File: src/rtl/bcd_down_counter_999.sv
// Loadable 3-digit BCD countdown timer, 999..000, with terminal-count pulse.
// Optional periodic auto-reload is enabled with `define BCD_AUTO_RELOAD_EN.
module bcd_down_counter_999 #(
    parameter int unsigned TICK_DIV = 1
) (
    input  logic       clock,
    input  logic       reset,
    input  logic       load,
    input  logic [3:0] load_d2,
    input  logic [3:0] load_d1,
    input  logic [3:0] load_d0,
    input  logic       start,
    input  logic       pause,
    output logic [3:0] d2,
    output logic [3:0] d1,
    output logic [3:0] d0,
    output logic       busy,
    output logic       done
);

    typedef enum logic [1:0] {
        S_IDLE,
        S_RUN,
        S_PAUSED,
        S_DONE
    } state_t;

    localparam int unsigned PW = (TICK_DIV > 1) ? $clog2(TICK_DIV) : 1;
    localparam logic [PW-1:0] PS_MAX = PW'(TICK_DIV - 1);

    state_t        state_q, state_d;
    logic [PW-1:0] ps_q, ps_d;
    logic [3:0]    d2_q, d2_d;
    logic [3:0]    d1_q, d1_d;
    logic [3:0]    d0_q, d0_d;
    logic          busy_q, busy_d;
    logic          done_q, done_d;

    logic [3:0]    ld2, ld1, ld0;
    logic [3:0]    dec2, dec1, dec0;
    logic          dec_zero;
    logic          val_zero;

    // Out-of-range preset digits saturate at 9 so the invariant holds.
    function automatic logic [3:0] clamp9(input logic [3:0] x);
        return (x > 4'd9) ? 4'd9 : x;
    endfunction

    assign ld2 = clamp9(load_d2);
    assign ld1 = clamp9(load_d1);
    assign ld0 = clamp9(load_d0);

`ifdef BCD_AUTO_RELOAD_EN
    logic [3:0] rl2_q, rl1_q, rl0_q;
    logic [3:0] rl2_d, rl1_d, rl0_d;
    logic       rl_zero;

    assign rl_zero = ({rl2_q, rl1_q, rl0_q} == 12'h000);

    // Reload register follows each accepted (clamped) preset.
    always_comb begin
        rl2_d = rl2_q;
        rl1_d = rl1_q;
        rl0_d = rl0_q;
        if (load) begin
            rl2_d = ld2;
            rl1_d = ld1;
            rl0_d = ld0;
        end
    end

    // Reload register storage.
    always_ff @(posedge clock or posedge reset) begin
        if (reset) begin
            rl2_q <= 4'd0;
            rl1_q <= 4'd0;
            rl0_q <= 4'd0;
        end else begin
            rl2_q <= rl2_d;
            rl1_q <= rl1_d;
            rl0_q <= rl0_d;
        end
    end
`endif

    // BCD borrow chain; never evaluated at 000 while running.
    always_comb begin
        dec2 = d2_q;
        dec1 = d1_q;
        dec0 = d0_q - 4'd1;
        if (d0_q == 4'd0) begin
            dec0 = 4'd9;
            if (d1_q == 4'd0) begin
                dec1 = 4'd9;
                dec2 = d2_q - 4'd1;
            end else begin
                dec1 = d1_q - 4'd1;
            end
        end
    end

    assign dec_zero = ({dec2, dec1, dec0} == 12'h000);
    assign val_zero = ({d2_q, d1_q, d0_q} == 12'h000);

    // Next-state: load > start > pause, then prescaled countdown.
    always_comb begin
        state_d = state_q;
        ps_d    = ps_q;
        d2_d    = d2_q;
        d1_d    = d1_q;
        d0_d    = d0_q;
        done_d  = 1'b0;
        if (load) begin
            d2_d    = ld2;
            d1_d    = ld1;
            d0_d    = ld0;
            state_d = S_IDLE;
            ps_d    = '0;
        end else if (start && (state_q == S_IDLE || state_q == S_PAUSED)) begin
            if (val_zero) begin
                state_d = S_DONE;
                done_d  = 1'b1;
            end else begin
                state_d = S_RUN;
            end
        end else if (pause && state_q == S_RUN) begin
            state_d = S_PAUSED;
        end else if (state_q == S_RUN) begin
            if (ps_q == PS_MAX) begin
                ps_d = '0;
                d2_d = dec2;
                d1_d = dec1;
                d0_d = dec0;
                if (dec_zero) begin
                    done_d  = 1'b1;
`ifdef BCD_AUTO_RELOAD_EN
                    if (!rl_zero) begin
                        d2_d = rl2_q;
                        d1_d = rl1_q;
                        d0_d = rl0_q;
                    end else begin
                        state_d = S_DONE;
                    end
`else
                    state_d = S_DONE;
`endif
                end
            end else begin
                ps_d = ps_q + PW'(1);
            end
        end
        busy_d = (state_d == S_RUN);
    end

    // State, prescaler, digits and registered status outputs.
    always_ff @(posedge clock or posedge reset) begin
        if (reset) begin
            state_q <= S_IDLE;
            ps_q    <= '0;
            d2_q    <= 4'd0;
            d1_q    <= 4'd0;
            d0_q    <= 4'd0;
            busy_q  <= 1'b0;
            done_q  <= 1'b0;
        end else begin
            state_q <= state_d;
            ps_q    <= ps_d;
            d2_q    <= d2_d;
            d1_q    <= d1_d;
            d0_q    <= d0_d;
            busy_q  <= busy_d;
            done_q  <= done_d;
        end
    end

    assign d2   = d2_q;
    assign d1   = d1_q;
    assign d0   = d0_q;
    assign busy = busy_q;
    assign done = done_q;

endmodule

File: config.mk
export PLATFORM = sky130hd
export DESIGN_NAME = bcd_down_counter_999
export DESIGN_NICKNAME = d
export VERILOG_FILES = /design/src/rtl/bcd_down_counter_999.sv
export SDC_FILE = /design/constraint.sdc
export NUM_CORES = 1
export LEC_CHECK = 0
export BUFFER_PORTS_ARGS = -buffer_cell sky130_fd_sc_hd__buf_2
export CAP_MARGIN = 10
export CORE_MARGIN = 5
export CORE_UTILIZATION = 43
export CTS_CLUSTER_SIZE = 30
export DETAILED_ROUTE_END_ITERATION = 16
export PLACE_DENSITY = 0.69
export SYNTH_ARGS = -nofsm -noshare
export SYNTH_HDL_FRONTEND = slang
export SYNTH_SLANG_ARGS = --single-unit
File: constraint.sdc
create_clock -name clock -period 3.7 [get_ports clock]
set_input_delay 0.74 -clock clock [delete_from_list [all_inputs] [get_ports clock]]
set_output_delay 0.74 -clock clock [all_outputs]
set_load 0.05 [all_outputs]
==> impl_metrics.env <==
export IMPL_status="completed"
export IMPL_r2r_start="d2[0]$_DFFE_PP0P_"
export IMPL_clock_sinks=16
export IMPL_syn_inst=109
export IMPL_wirelength_microns=2170
export IMPL_fp_dieH_microns=58.4
export IMPL_synth_async_reset_ratio_pct=100
export IMPL_fmax_mhz=507
export IMPL_synth_avg_cell_area_sq_um=9.23
export IMPL_synth_flop_cell="dfrtp_1"
export IMPL_remaining_drc_errors=0
export IMPL_critPathRequiredTime_ns=3.87
export IMPL_synth_edf_count=0
export IMPL_area_growth_synth_to_final_pct=20.5
export IMPL_synth_distinct_cells=33
export IMPL_clock_latency_ns=0.29
export IMPL_drv_cap=0
export IMPL_post_cts_hold_buffer_count=0
export IMPL_cpPeakStageDelay_ns=0.52
export IMPL_ys_seq_area_share_pct=39.8
export IMPL_fin_crit_ns=1.97
export IMPL_fin_nets=160
export IMPL_cts_max_level=1
export IMPL_hold_path_class="primary input to asynchronous set/reset pin"
export IMPL_worst_setup_path_start_kind="flop"
export IMPL_slew_viol_final=0
export IMPL_fin_worst_skew_ns=0.00334
export IMPL_fin_util_pct=54.3
export IMPL_synth_top_area_share_pct=39.8
export IMPL_grt_pass1_vias=836
export IMPL_syn_nets=128
export IMPL_antennaDiodeCount=0
export IMPL_port_buffers=30
export IMPL_row_count=17
export IMPL_placed_cells=164
export IMPL_slowest_stage="or4_1"
export IMPL_cp_cell_sequence="inv_1, ha_1, or4_1, a41oi_1, o21a_1, nor3_2"
export IMPL_setup_viol=0
export IMPL_firstDrtPassIters=4
export IMPL_grt_start_max_net_pins=25
export IMPL_synth_top_cells_by_count="dfrtp_1, nor2_1, nand2_1"
export IMPL_synth_seq_cells=16
export IMPL_cellPowerDensity_nw_per_um2=393
export IMPL_ir_drop_v=0.000257
export IMPL_ys_top_cells_by_area="dfrtp_1, xnor2_1, nor2_1"
export IMPL_grt_total_usage_pct=14.1
export IMPL_drive_above_1_share_pct=29.3
export IMPL_worstPathMaxFanout=5
export IMPL_yosysTopAreaCell="dfrtp_1"
export IMPL_cts_resized=0
export IMPL_grt_antenna_before_repair=0
export IMPL_vias=899
export IMPL_yosysWarnings=0
export IMPL_rsz0062_at_grt="false"
export IMPL_crit_arrival_ns=2.15
export IMPL_vias_per_cell=5.35
export IMPL_finalNonFillerCells=168
export IMPL_first_iter_violations=16
export IMPL_p_leak_nw=0.535
export IMPL_dieArea_sq_um=3410
export IMPL_place_hpwl_microns=1660
export IMPL_cp_top_family="simple AND/OR/NAND/NOR gates"
export IMPL_cts_tree="built"
export IMPL_hold_viol=0
export IMPL_path_clk_slew_ns=0.10
export IMPL_slew_headroom_pct=58.2
export IMPL_cts_root_buf="clkbuf_4"
export IMPL_gr_total_overflow=0
export IMPL_wl_per_cell_microns=12.9
export IMPL_cp_end_kind="flop"
export IMPL_r2r_end="busy$_DFF_PP0_"
export IMPL_grt_pass1_wl_microns=3680
export IMPL_cts_buffers=3
export IMPL_p_total_uw=476
export IMPL_gp_congestion=0.757
export IMPL_post_route_period_util_pct=53.3
export IMPL_syn_area_sq_um=1010
export IMPL_io_pins=31
export IMPL_start_util_pct=45.0
export IMPL_worst_pin_slew_ns=0.626
export IMPL_clock_path_buffers=2
export IMPL_worstRegToRegCells=6
export IMPL_die_w_microns=58.4
export IMPL_cp_num_buf_inv=1
export IMPL_path_class="flop to flop"
export IMPL_drt_antenna_violating_nets=0
export IMPL_reg2reg_setup_slack_ns=1.73
export IMPL_tns_ns=0
export IMPL_post_cts_buffers=0
export IMPL_core_area_sq_um=2230
export IMPL_synth_most_common_cell="dfrtp_1"
[final cells by class]
| type | count | area, sq um |
|---|---|---|
| Fill cell | 228 | 1020 |
| Multi-Input combinational cell | 85 | 572 |
| Sequential cell | 16 | 400 |
| Timing Repair Buffer | 30 | 150 |
| Clock buffer | 4 | 36.3 |
| Tap cell | 28 | 35.0 |
| Inverter | 5 | 18.8 |
[flip-flops by register name, indices dropped and copies added, names as in the netlist]
register	cells
d0	4
busy	1
state_q	2
done	1
d2	4
d1	4
[layout by cell type (no fill, tap or decap), drive strengths merged]
cell type	instances
o21ai	10
a41oi	1
dfrtp	16
nor4bb	1
o22ai	3
xnor2	6
or4	1
xor2	1
nor4	4
a21oi	8
nor2b	3
nor3	2
nor3b	3
o21a	4
ha	2
nand3	1
inv	5
nor2	13
nand2	10
buf	30
a211o	2
nand4	6
o221ai	1
clkbuf	4
nand2b	2
o211ai	1
[report_power, final]
part | switching, mW | total (mW) | internal [mW]
Combinational | 0.0968 | 0.142 | 0.0455
Sequential | 0.0259 | 0.216 | 0.190
Clock | 0.0582 | 0.118 | 0.0600
[cells by family after synthesis]
family,after synthesis,synth area share [%]
fa+ha+maj,2,2.49
xor+xnor,7,6.09
simple gates,46,30.1
flops,16,39.8
buf+inv,8,3.36
compound gates,30,18.2
[layer usage]
metal	vias to the layer above	wire length, microns	GRT usage, %	share of wire (%)
met2	24	999	22.6	46
met4	0	44	6.95	2.0
met5	-	0	0	0
met3	5	147	3.07	6.8
li1	455	-	-	-
met1	415	974	17.9	45
[worst max path at each step]
stage                            from                 to  slack (ns)  depth (start not counted)
global route        d2[0]$_DFFE_PP0P_     busy$_DFF_PP0_        1.59                          6
global placement                pause  d2[2]$_DFFE_PP0P_        1.76                          6
detailed placement  d2[0]$_DFFE_PP0P_     busy$_DFF_PP0_        1.75                          6
floorplan           d2[0]$_DFFE_PP0P_     busy$_DFF_PP0_        1.51                          6
finish              d2[0]$_DFFE_PP0P_     busy$_DFF_PP0_        1.73                          6
CTS                 d2[0]$_DFFE_PP0P_     busy$_DFF_PP0_        1.71                          6
[per-stage QoR]
step	setup WS, ns	area, sq um	hold WS (ns)
CTS	1.71	1210	0.531
floorplan	1.51	1010	0.577
detailed placement	1.75	1180	0.650
finish	1.73	1210	0.507
global route	1.59	1210	0.569
global placement	1.76	1180	0.627
(Power assumes the default switching activity.)
